## config.mk

```make
export PLATFORM = sky130hd
export DESIGN_NAME = sort_4x8b_byte_packer
export DESIGN_NICKNAME = d
export VERILOG_FILES = /design/src/rtl/sort_4x8b_byte_packer.sv
export SDC_FILE = /design/constraint.sdc
export NUM_CORES = 1
export LEC_CHECK = 0
export ABC_AREA = 1
export CAP_MARGIN = 10
export CORE_ASPECT_RATIO = 0.75
export CORE_MARGIN = 4
export CORE_UTILIZATION = 53
export DETAILED_ROUTE_END_ITERATION = 8
export HOLD_SLACK_MARGIN = 0.12
export PLACE_DENSITY = 0.9
export SETUP_SLACK_MARGIN = 0.5
export SLEW_MARGIN = 10
export SYNTH_ARGS = -nofsm -noshare
export SYNTH_HDL_FRONTEND = slang
export SYNTH_SLANG_ARGS = --single-unit
```

## constraint.sdc

```tcl
create_clock -name clk -period 2.1 [get_ports clk]
set_clock_uncertainty 0.15 [all_clocks]
set_input_delay 0.42 -clock clk [delete_from_list [all_inputs] [get_ports clk]]
set_output_delay 0.42 -clock clk [all_outputs]
set_load 0.01 [all_outputs]
```

## src/rtl/sort_4x8b_byte_packer.sv

```systemverilog
// Byte-stream to LANES-wide word packer with a registered, backpressured output slot.
// Optional SORT_PACK_STATS_EN adds saturating output-handshake counters.
module sort_4x8b_byte_packer #(
  parameter int unsigned       DATA_W  = 8,
  parameter int unsigned       LANES   = 4,
  parameter logic [DATA_W-1:0] PAD_VAL = 8'hFF
) (
  input  logic                     clk,
  input  logic                     rst_n,
  input  logic                     in_valid,
  output logic                     in_ready,
  input  logic [DATA_W-1:0]        in_data,
  input  logic                     in_last,
  output logic                     out_valid,
  input  logic                     out_ready,
  output logic [DATA_W*LANES-1:0]  out_data,
  output logic [2:0]               out_lanes
`ifdef SORT_PACK_STATS_EN
  ,
  output logic [15:0]              stat_words,
  output logic [15:0]              stat_partial
`endif
);

  localparam int unsigned FILL_W = (LANES > 2) ? $clog2(LANES) : 1;

  typedef logic [FILL_W-1:0]              fill_t;
  typedef logic [LANES-1:0][DATA_W-1:0]   word_t;

  fill_t fill;
  word_t asm_q;
  word_t asm_next;
  word_t word_done;
  logic  accept;
  logic  complete;

  always_comb begin
    in_ready  = !out_valid || out_ready;
    accept    = in_valid && in_ready;
    complete  = accept && (in_last || (fill == fill_t'(LANES - 1)));
    asm_next  = asm_q;
    word_done = asm_q;
    // asm_next keeps unfilled lanes at 0; word_done pads them for a flush
    for (int unsigned i = 0; i < LANES; i++) begin
      if (fill_t'(i) == fill) begin
        asm_next[i]  = in_data;
        word_done[i] = in_data;
      end else if (fill_t'(i) > fill) begin
        word_done[i] = PAD_VAL;
      end
    end
  end

  always_ff @(posedge clk or negedge rst_n) begin
    if (!rst_n) begin
      fill      <= '0;
      asm_q     <= '0;
      out_valid <= 1'b0;
      out_data  <= '0;
      out_lanes <= '0;
    end else begin
      if (accept) begin
        if (complete) begin
          fill  <= '0;
          asm_q <= '0;
        end else begin
          fill  <= fill + fill_t'(1);
          asm_q <= asm_next;
        end
      end
      // A completing word reloads the slot even while the old one drains
      if (complete) begin
        out_data  <= word_done;
        out_lanes <= 3'(fill) + 3'd1;
        out_valid <= 1'b1;
      end else if (out_ready) begin
        out_valid <= 1'b0;
      end
    end
  end

`ifdef SORT_PACK_STATS_EN
  logic handshake;
  assign handshake = out_valid && out_ready;

  always_ff @(posedge clk or negedge rst_n) begin
    if (!rst_n) begin
      stat_words   <= '0;
      stat_partial <= '0;
    end else if (handshake) begin
      if (stat_words != '1) begin
        stat_words <= stat_words + 16'd1;
      end
      if ((32'(out_lanes) < LANES) && (stat_partial != '1)) begin
        stat_partial <= stat_partial + 16'd1;
      end
    end
  end
`endif

endmodule

```

## Yosys cells after proc, flatten, opt, wreduce, memory -nomap -nowiden

Cells that the tools add are included.

- Output and inout port bits: 37
- Word-level logic and storage cells: 49
- Flip-flop bits (word level): 70

- Magnitude comparators: 4
- $add $sub $neg: 2
- Reduce and logical (&&, ||, !) cells: 15
- Equality and inequality tests: 4
- Mux-type cells: 16

Operator list:

| kind | number |
|---|---|
| $mux 8 | 12 |
| $mux 32 | 1 |
| $reduce_bool 2->1 | 5 |
| $reduce_and 2->1 | 4 |
| $eq 2x2->1 const A | 2 |
| $gt 1x2->1 const A | 2 |
| $gt 2x2->1 const A | 2 |
| $add 2x1->3 const B | 1 |
| $add 2x1->2 const B | 1 |
| $eq 1x2->1 const A | 1 |
| $eq 2x2->1 const B | 1 |
| $logic_and 1x1->1 | 2 |
| $logic_not 2->1 | 1 |
| $logic_or 1x1->1 | 2 |
| $mux 1 | 2 |
| $mux 2 | 1 |
| $logic_not 1->1 | 1 |

## Logic depth before layout (Yosys ltp)

Gate-level depths: netlist of the first run.

- Depth after elaboration: 6
- Depth in mapped cells: 8
- Depth with buffers taken out: 7

## Worst setup path after synthesis of the first run

OpenSTA, ideal clock, no wires.

- Path kind: register to register
- Start point: reg fill[1]
- End point: reg out_data[12]
- Arrival time: 1.328 ns
- Required time: 1.833 ns
- Setup slack: 0.506 ns
- Library setup time: 0.117 ns
- Cell stages (with the launch flop): 9
- Cells stage by stage: dfrtp_1 > clkinv_1 > ha_1 > clkbuf_2 > buf_2 > o21ai_0 > nand2_1 > nand2_1 > nand2_1

- Longest elaborated chain between the ends: 3

Ends and longest elaborated chain:

| element | RTL line | RTL |
|---|---|---|
| start: declaration | 30 | `fill_t fill;` |
| start signal: assignment | 67 | `fill <= fill + fill_t'(1);` |
| $gt 1x2->1 or $eq 2x2->1 (tied branches) | 48, 40 |  |
| $mux 8 or $logic_or 1x1->1 (tied branches) | 48, 40 |  |
| $mux 8 or $logic_and 1x1->1 (tied branches) | 45, 40 |  |
| end signal: assignment | 73 | `out_data <= word_done;` |
| end: declaration | 16 | `output logic [DATA_W*LANES-1:0] out_data,` |

Parallel ways exist; a longest one is shown, timed or not.
A chain may end at the register's enable or synchronous reset.

## Worst setup path after layout of the first run

- Start point: reg fill[1]
- End point: reg out_data[22]

- Longest elaborated chain between the ends: 3

Ends and longest elaborated chain:

| element | RTL line |
|---|---|
| $gt 2x2->1 or $eq 2x2->1 (tied branches) | 48, 40 |
| $mux 8 or $logic_or 1x1->1 (tied branches) | 48, 40 |
| $mux 8 or $logic_and 1x1->1 (tied branches) | 45, 40 |

Parallel ways exist; a longest one is shown, timed or not.

==> results of run 1 <==
[cell usage in the layout (no fill, tap or decap), types with 3 or more instances in the layout]
master           instances
clkdlybuf4s50_1          9
nand2_1                187
buf_12                   3
clkbuf_2                 3
nand2_4                  5
nand2_2                 16
clkdlybuf4s15_1         35
buf_6                    8
dfrtp_1                 59
nand3b_4                 5
inv_2                    5
buf_4                   22
clkinv_2                 3
o21ai_0                 19
dfrtp_2                  3
nand4_1                 24
o21ai_2                  5
clkbuf_8                10
[how the worst max path moves through the flow]
| stage | from | to | slack (ns) | cells past startpoint |
|---|---|---|---|---|
| final | fill[1] | out_data[22] | 0.38 | 7 |
| after global routing | fill[1] | out_data[9] | 0.38 | 7 |
| after CTS | out_valid | in_ready | 0.45 | 2 |
| after detailed placement | out_ready | in_ready | 0.006 | 4 |
| after global placement | out_ready | in_ready | 0.009 | 4 |
| after floorplan | fill[1] | out_data[12] | 0.51 | 8 |
[flip-flops by register name, indices dropped and copies added (netlist names)]
| name | cells |
|---|---|
| out_data | 32 |
| fill | 2 |
| asm_q | 24 |
| out_lanes | 3 |
| out_valid | 1 |
[kinds of logic after synthesis]
| logic type | after synthesis | share of synthesized area (%) |
|---|---|---|
| AOI/OAI and AO/OA | 27 | 5.02 |
| buffers and inverters | 27 | 5.49 |
| DFF | 62 | 53.2 |
| adders and majority gates | 4 | 1.72 |
| and+or+nand+nor | 239 | 34.6 |
[what timing repair did]
action	4_1_cts	5_1_grt
hold endpoints to repair	12	0
endpoints found under the setup margin	99	92
gates cloned	4	3
setup buffers	8	14
gates resized for setup	62	84
hold buffers	1	0
pin swaps	2	15
[layer usage]
layer | up-vias | track usage (%) | routed length, um
li1 | 1324 | - | -
met1 | 1470 | 35.3 | 3720
met2 | 321 | 44.1 | 4840
met3 | 94 | 9.12 | 1640
met4 | 0 | 13.8 | 726
met5 | - | 0 | 0
[cell type report]
cell class / count / area [um2]
clock inverters: 4 / 47.5
repair buffers: 86 / 872
flip-flops and latches: 62 / 1560
well taps: 75 / 93.8
multi-input cells: 274 / 1420
fillers: 300 / 1160
inverters: 8 / 33.8
clock buffers: 11 / 141
[worst max-delay path: cells and delay by family (launching register included)]
kind | cells | cell delay, ns
DFF | 1 | 0.45
and+or+nand+nor | 4 | 0.59
buffers and inverters | 2 | 0.26
adders and majority gates | 1 | 0.20
[power by group through the flow]
stage	clock network, mW	registers [mW]	logic, mW
floorplan	0	1.78	0.659
global placement	0	1.68	1.41
detailed placement	0	1.69	1.45
CTS	1.03	1.67	1.43
global route	1.11	1.74	1.90
finish	1.06	1.71	1.78
==> impl_metrics.json, run 1 <==
{
  "p_int_mw": 2.83,
  "clk_latency_ns": 0.36,
  "cpPeakStageDelay_ns": 0.45,
  "slew_viol_final": 0,
  "pre_cts_ws_ns": 0.00619,
  "final_area_um2": 4170,
  "arrival_ns": 1.86,
  "cts_tree": "done",
  "ctsLongestPathBuffers": 2,
  "htreeDepth": 3,
  "layout_worst_path_cycle_share_pct": 81.7,
  "gp_routability_congestion": 0.834,
  "p_leak_nw": 2.16,
  "wl_mm": 10.9,
  "grt_pass1_wl_mm": 14.4,
  "yosys_warnings": 0,
  "wire_per_inst_um": 21.0,
  "synth_edf_count": 0,
  "dp.final_hpwl_mm": 4.63,
  "area.growth.synth_to_final_pct": 42.8,
  "synth_top_cells_by_count": "nand2_1, dfrtp_1, o21ai_0, nand4_1, buf_4",
  "crit_fanout": 5,
  "cts_buffers": 9,
  "fp.dieH_um": 72.2,
  "pwr-share-clk_pct": 23.3,
  "die_w_um": 93.7,
  "ff2ff_path_depth": 7,
  "maxCapViolCount": 0,
  "yosysMostFrequentCell": "nand2_1",
  "hold_depth": 2,
  "finalSetupTns_ns": 0,
  "switchingPower_mw": 1.73,
  "die-area_um2": 6770,
  "instances_no_fill": 520,
  "ys_dominant_reg_cell": "dfrtp_1",
  "grt_max_degree": 35,
  "synth-seq-cells": 62,
  "rows": 23,
  "drt_iter0_markers": 576,
  "layout-drive-gt1-share_pct": 22.9,
  "path_clk_slew_ns": 0.08,
  "slew_headroom_pct": 67.8,
  "r2r-end": "out_data[22]",
  "hp-class": "reg -> reg",
  "antenna_cells": 0,
  "final_core_utilization_pct": 78.2,
  "max_freq_mhz": 583,
  "crit_chain": "ha_4 > nor2_4 > buf_6 > buf_6 > nand3b_4 > nand2_1 > nand2_1",
  "setup_viol": 0,
  "rsz0062_at_grt": "true",
  "placed_cell_area_um2": 3490,
  "vias_per_cell": 6.17,
  "antenna_found_initial": 0,
  "core_um2": 5320,
  "synth_top_area_share_pct": 53.2,
  "reg2reg_from": "fill[1]",
  "dp_cells": 475,
  "critPathRequiredTime_ns": 2.25,
  "clock_sinks": 62,
  "hold_slack_ns": 0.324,
  "hold_path_end": "out_data[5]",
  "drc_errors": 0,
  "io_buffers": 49,
  "p_per_area_nw_per_um2": 1090,
  "p_seq_share_pct": 37.6,
  "p_total_mw": 4.56,
  "grt_pass1_vias": 2824,
  "reg2reg_slack_ns": 0.38,
  "worst-setup-path-type": "reg -> reg",
  "async_flop_share_pct": 100,
  "yosys-top-cells-area": "dfrtp_1, nand2_1, nand4_1",
  "hold_viol_final": 0,
  "synthCells": 359,
  "yosys.area.top_type": "dfrtp_1",
  "clockRootBuffer": "clkbuf_8",
  "critPathSlowestCell": "dfrtp_2",
  "status": "complete, no violations",
  "synth_nets": 376,
  "power.share.combinational_pct": 39.1,
  "synth_area_um2": 2920,
  "netSwitchingFraction_pct": 37.9,
  "ir_drop_mv": 0.602,
  "grt_overflow": 0,
  "ios": 50,
  "synth_area_per_cell_um2": 8.12,
  "min_period_ns": 1.72,
  "vias": 3209,
  "dr.pass1.iters": 6,
  "grt_usage_pct": 28.1,
  "hold_start": "out_data[5]",
  "yosysSeqAreaShare_pct": 53.2,
  "fin_ws_ns": 0.385,
  "start_util_pct": 54.8,
  "tightestPinTransition_ns": 0.482,
  "cp-start-kind": "flop",
  "num-nets-final": 458,
  "cp-end-kind": "flop",
  "yosysUniqueCellTypes": 18,
  "antenna_left": 0
}
No activity file was read; power rests on OpenSTA's default activity.
==> run 2, diff against run 1 <==
==> constraint.sdc (replaced) <==
create_clock -name clk -period 1.7 [get_ports clk]
set_clock_uncertainty 0.15 [all_clocks]
set_input_delay 0.34 -clock clk [delete_from_list [all_inputs] [get_ports clk]]
set_output_delay 0.34 -clock clk [all_outputs]
set_load 0.01 [all_outputs]
==> impl_metrics.json, run 2 (synthesis gave the netlist of run 1 again) <==
{
  "crit_fanout": 8,
  "final_core_utilization_pct": 81.9,
  "area.growth.synth_to_final_pct": 49.5,
  "status": "complete, no violations",
  "antenna_cells": 0,
  "arrival_ns": 1.76,
  "reg2reg_from": "fill[1]",
  "antenna_left": 0,
  "final_cell_mix": "nand2_1, dfrtp_1, buf_4",
  "num-nets-final": 484,
  "layout_worst_path_cycle_share_pct": 98.0,
  "dp.final_hpwl_mm": 4.87,
  "vias_per_cell": 6.03,
  "hold_path_end": "out_data[0]",
  "p_leak_nw": 2.31,
  "critPathRequiredTime_ns": 1.79,
  "cp-start-kind": "flop",
  "gp_routability_congestion": 0.861,
  "wire_per_inst_um": 20.3,
  "tightestPinTransition_ns": 0.467,
  "final_common_cell": "nand2_1",
  "fp.dieH_um": 72.2,
  "setup_viol": 0,
  "rsz0062_at_grt": "true",
  "slew_headroom_pct": 68.8,
  "wl_met3_mm": 1.40,
  "ctsLongestPathBuffers": 2,
  "vias": 3299,
  "clock_sinks": 62,
  "cp-end-kind": "flop",
  "hold_viol_final": 0,
  "hold_start": "out_data[0]",
  "max_freq_mhz": 600,
  "hp-class": "reg -> reg",
  "grt_usage_pct": 28.6,
  "clk_latency_ns": 0.35,
  "min_period_ns": 1.67,
  "drt_iter0_markers": 583,
  "rows": 23,
  "wl_met2_mm": 5.03,
  "top_register": "out_data",
  "met1_length_mm": 3.96,
  "grt_pass1_wl_mm": 14.8,
  "start_util_pct": 54.8,
  "fin_ws_ns": 0.0339,
  "ir_drop_mv": 0.852,
  "r2r-end": "out_data[11]",
  "drc_errors": 0,
  "path_clk_slew_ns": 0.07,
  "wl_mm": 11.1,
  "cts_tree": "done",
  "hold_slack_ns": 0.316,
  "die_w_um": 93.7,
  "largest_reg_flops": 32,
  "p_per_area_nw_per_um2": 1370,
  "worst-setup-path-type": "reg -> reg",
  "die-area_um2": 6770,
  "slew_viol_final": 0,
  "antenna_found_initial": 0,
  "top_layer_used": "met4",
  "maxCapViolCount": 0,
  "top_regs": "out_data (32), asm_q (24), out_lanes (3)",
  "finalSetupTns_ns": 0,
  "htreeDepth": 3,
  "reg2reg_slack_ns": 0.03,
  "core_um2": 5320,
  "grt_max_degree": 63,
  "grt_pass1_vias": 2988,
  "ff2ff_path_depth": 7,
  "hold_depth": 2,
  "grt_overflow": 0,
  "io_buffers": 49,
  "pre_cts_ws_ns": -0.233,
  "nFillCells": 262,
  "ios": 50,
  "dr.pass1.iters": 5,
  "cts_buffers": 9,
  "layout-drive-gt1-share_pct": 35.8,
  "clockRootBuffer": "clkbuf_8"
}
run 2: final cells by class:
type                       instances  area (um2)  area share [%]
clock buffer                      12         145            3.33
clock inverter                     4        47.5            1.09
inverter                           8        45.0            1.03
multi-input combinational        270        1380            31.6
sequential                        62        1560            35.7
tap                               75        93.8            2.15
timing repair buffer             116        1100            25.2
run 2: metrics by stage:
stage                     area, um2  total power [mW]  instances
final                          4360              5.96        547
after global routing           4360              6.24        547
after CTS                      4040              5.39        529
after detailed placement       3670              4.03        486
after global placement         3670              3.95        486
after floorplan                3020              3.13        359
run 2: repair_timing:
action	4_1_cts	5_1_grt
gates cloned	1	5
pin swaps	34	16
hold buffers	1	0
setup buffers	25	13
hold endpoints to repair	62	0
endpoints found under the setup margin	99	99
gates resized for setup	182	34
run 2: critical path, cell delays in order, from the launching register on:
cell and delay (ns):
dfrtp_2 0.45, clkinv_4 0.10, ha_4 0.21, buf_4 0.16
o21ai_0 0.22, nand2_1 0.11, nand2_1 0.10, nand2_1 0.06
run 2: layer usage:
layer	up-vias	GRT usage [%]
li1	1371	-
met1	1533	37.3
met2	305	45.6
met3	90	8.60
met4	0	10.7
met5	-	0
run 2: report_power, final:
group          switching [mW]  total, mW  internal [mW]  leakage, nW
clock                   0.596       1.31          0.713       0.0964
combinational            1.35       2.52           1.17         1.43
sequential              0.267       2.12           1.86        0.784
total                    2.22       5.96           3.74         2.31
run 2: worst max-delay path by stage:
stage / end / slack, ns / startpoint
CTS: out_data[24] / 0.16 / fill[1]
detailed placement: in_ready / -0.23 / out_ready
finish: out_data[11] / 0.03 / fill[1]
global route: out_data[11] / -0.008 / fill[0]
global placement: in_ready / -0.23 / out_ready
floorplan: out_data[12] / 0.26 / fill[1]
==> run 3, diff against run 2 <==
--- a/config.mk
+++ b/config.mk
@@ -10,10 +10,12 @@
 export CORE_ASPECT_RATIO = 0.75
 export CORE_MARGIN = 4
 export CORE_UTILIZATION = 53
+export CTS_CLUSTER_DIAMETER = 40
 export DETAILED_ROUTE_END_ITERATION = 8
 export HOLD_SLACK_MARGIN = 0.12
 export PLACE_DENSITY = 0.9
 export SETUP_SLACK_MARGIN = 0.5
+export SKIP_CTS_REPAIR_TIMING = 1
 export SLEW_MARGIN = 10
 export SYNTH_ARGS = -nofsm -noshare
 export SYNTH_HDL_FRONTEND = slang
==> impl_metrics.json, run 3 (synthesis gave the netlist of run 1 again) <==
{
  "status": "complete, no violations",
  "cts_tree": "done",
  "dr.pass1.iters": 5,
  "top_register": "out_data",
  "min_period_ns": 1.60,
  "antenna_found_initial": 0,
  "top_regs": "out_data (32), asm_q (24), out_lanes (3)",
  "layout_worst_path_cycle_share_pct": 93.8,
  "p_leak_nw": 2.15,
  "reg2reg_from": "fill[0]",
  "rows": 23,
  "final_common_cell": "nand2_1",
  "hold_start": "out_data[0]",
  "grt_overflow": 0,
  "worst-setup-path-type": "in -> reg",
  "vias_per_cell": 5.26,
  "ff2ff_path_depth": 7,
  "io_buffers": 49,
  "fp.dieH_um": 72.2,
  "clock_sinks": 62,
  "nFillCells": 344,
  "area.growth.synth_to_final_pct": 36.7,
  "core_um2": 5320,
  "cp-start-kind": "primary input",
  "hp-class": "reg -> reg",
  "die_w_um": 93.7,
  "rsz0062_at_grt": "true",
  "hold_depth": 2,
  "p_per_area_nw_per_um2": 1360,
  "tightestPinTransition_ns": 0.412,
  "clk_latency_ns": 0.34,
  "r2r-end": "asm_q[17]",
  "drt_iter0_markers": 363,
  "path_clk_slew_ns": 0.06,
  "grt_pass1_vias": 2599,
  "die-area_um2": 6770,
  "antenna_left": 0,
  "placed_cell_area_um2": 3670,
  "max_freq_mhz": 627,
  "dp_cells": 486,
  "slew_headroom_pct": 72.4,
  "cts_buffers": 9,
  "final_core_utilization_pct": 74.9,
  "htreeDepth": 3,
  "dp.final_hpwl_mm": 4.87,
  "layout-drive-gt1-share_pct": 28.8,
  "slew_viol_final": 0,
  "clockRootBuffer": "clkbuf_8",
  "wire_per_inst_um": 15.3,
  "grt_usage_pct": 23.9,
  "finalSetupTns_ns": 0,
  "arrival_ns": 1.72,
  "start_util_pct": 54.8,
  "grt_max_degree": 63,
  "gp_routability_congestion": 0.861,
  "maxCapViolCount": 0,
  "num-nets-final": 464,
  "setup_viol": 0,
  "wl_mm": 8.06,
  "cp-end-kind": "flop",
  "hold_path_end": "out_data[0]",
  "seq_area_um2": 1560,
  "ctsLongestPathBuffers": 2,
  "drc_errors": 0,
  "ir_drop_mv": 0.768,
  "final_area_um2": 3990,
  "largest_reg_flops": 32,
  "ios": 50,
  "instances_no_fill": 527,
  "multi_input_area_um2": 1310,
  "vias": 2772,
  "crit_fanout": 15,
  "final_cell_mix": "nand2_1, dfrtp_1, buf_4",
  "antenna_cells": 0,
  "reg2reg_slack_ns": 0.12,
  "grt_pass1_wl_mm": 12.4,
  "hold_viol_final": 0,
  "critPathRequiredTime_ns": 1.82
}
-- run 3: changes by cell type in the layout (fill, tap and decap cells not counted), sizes merged --
cell / previous run / this run
clkdlybuf4s50: 9 / 11
buf: 100 / 49
inv: 6 / 7
clkinv: 4 / 3
dlygate4sd2: 1 / 0
clkbuf: 16 / 46
-- run 3: critical path: stages --
cell and delay, ns:
clkdlybuf4s50_1 0.46, inv_1 0.07, buf_4 0.14, a21oi_4 0.15
buf_12 0.16, buf_12 0.14, nand4_1 0.14, nand2_1 0.13
-- run 3: power breakdown --
group	internal, mW	total (mW)	switching, mW
clock network	0.713	1.28	0.566
registers	1.86	2.09	0.235
logic	0.928	2.04	1.11
total	3.50	5.41	1.91
-- run 3: worst max-delay path by stage --
stage | to | from
6_report | asm_q[17] | out_ready
5_1_grt | asm_q[17] | fill[0]
4_1_cts | in_ready | out_ready
3_5_place_dp | in_ready | out_ready
3_3_place_gp | in_ready | out_ready
2_1_floorplan | out_data[12] | fill[1]
-- run 3: layer usage --
| metal | global-route usage, % | vias to the layer above | share of wire [%] |
|---|---|---|---|
| li1 | - | 1324 | - |
| met2 | 37.2 | 113 | 48 |
| met1 | 31.8 | 1323 | 43 |
| met4 | 8.01 | 0 | 1.2 |
| met5 | 0 | - | 0 |
| met3 | 8.39 | 12 | 7.6 |
-- run 3: area by class of cell --
cell class | count | area share [%]
clock buffers | 12 | 3.64
clock inverters | 4 | 1.19
repair buffers | 96 | 20.0
well taps | 75 | 2.35
inverters | 8 | 1.07
flip-flops and latches | 62 | 39.0
multi-input cells | 270 | 32.7
-- run 3: per-stage QoR --
step,setup WS [ns],hold WS [ns],total power [mW]
6_report,0.105,0.321,5.41
5_1_grt,0.0639,0.339,5.79
4_1_cts,-0.239,-0.145,5.31
2_1_floorplan,0.261,-0.106,3.13
3_3_place_gp,-0.228,0.221,3.95
3_5_place_dp,-0.233,0.222,4.03
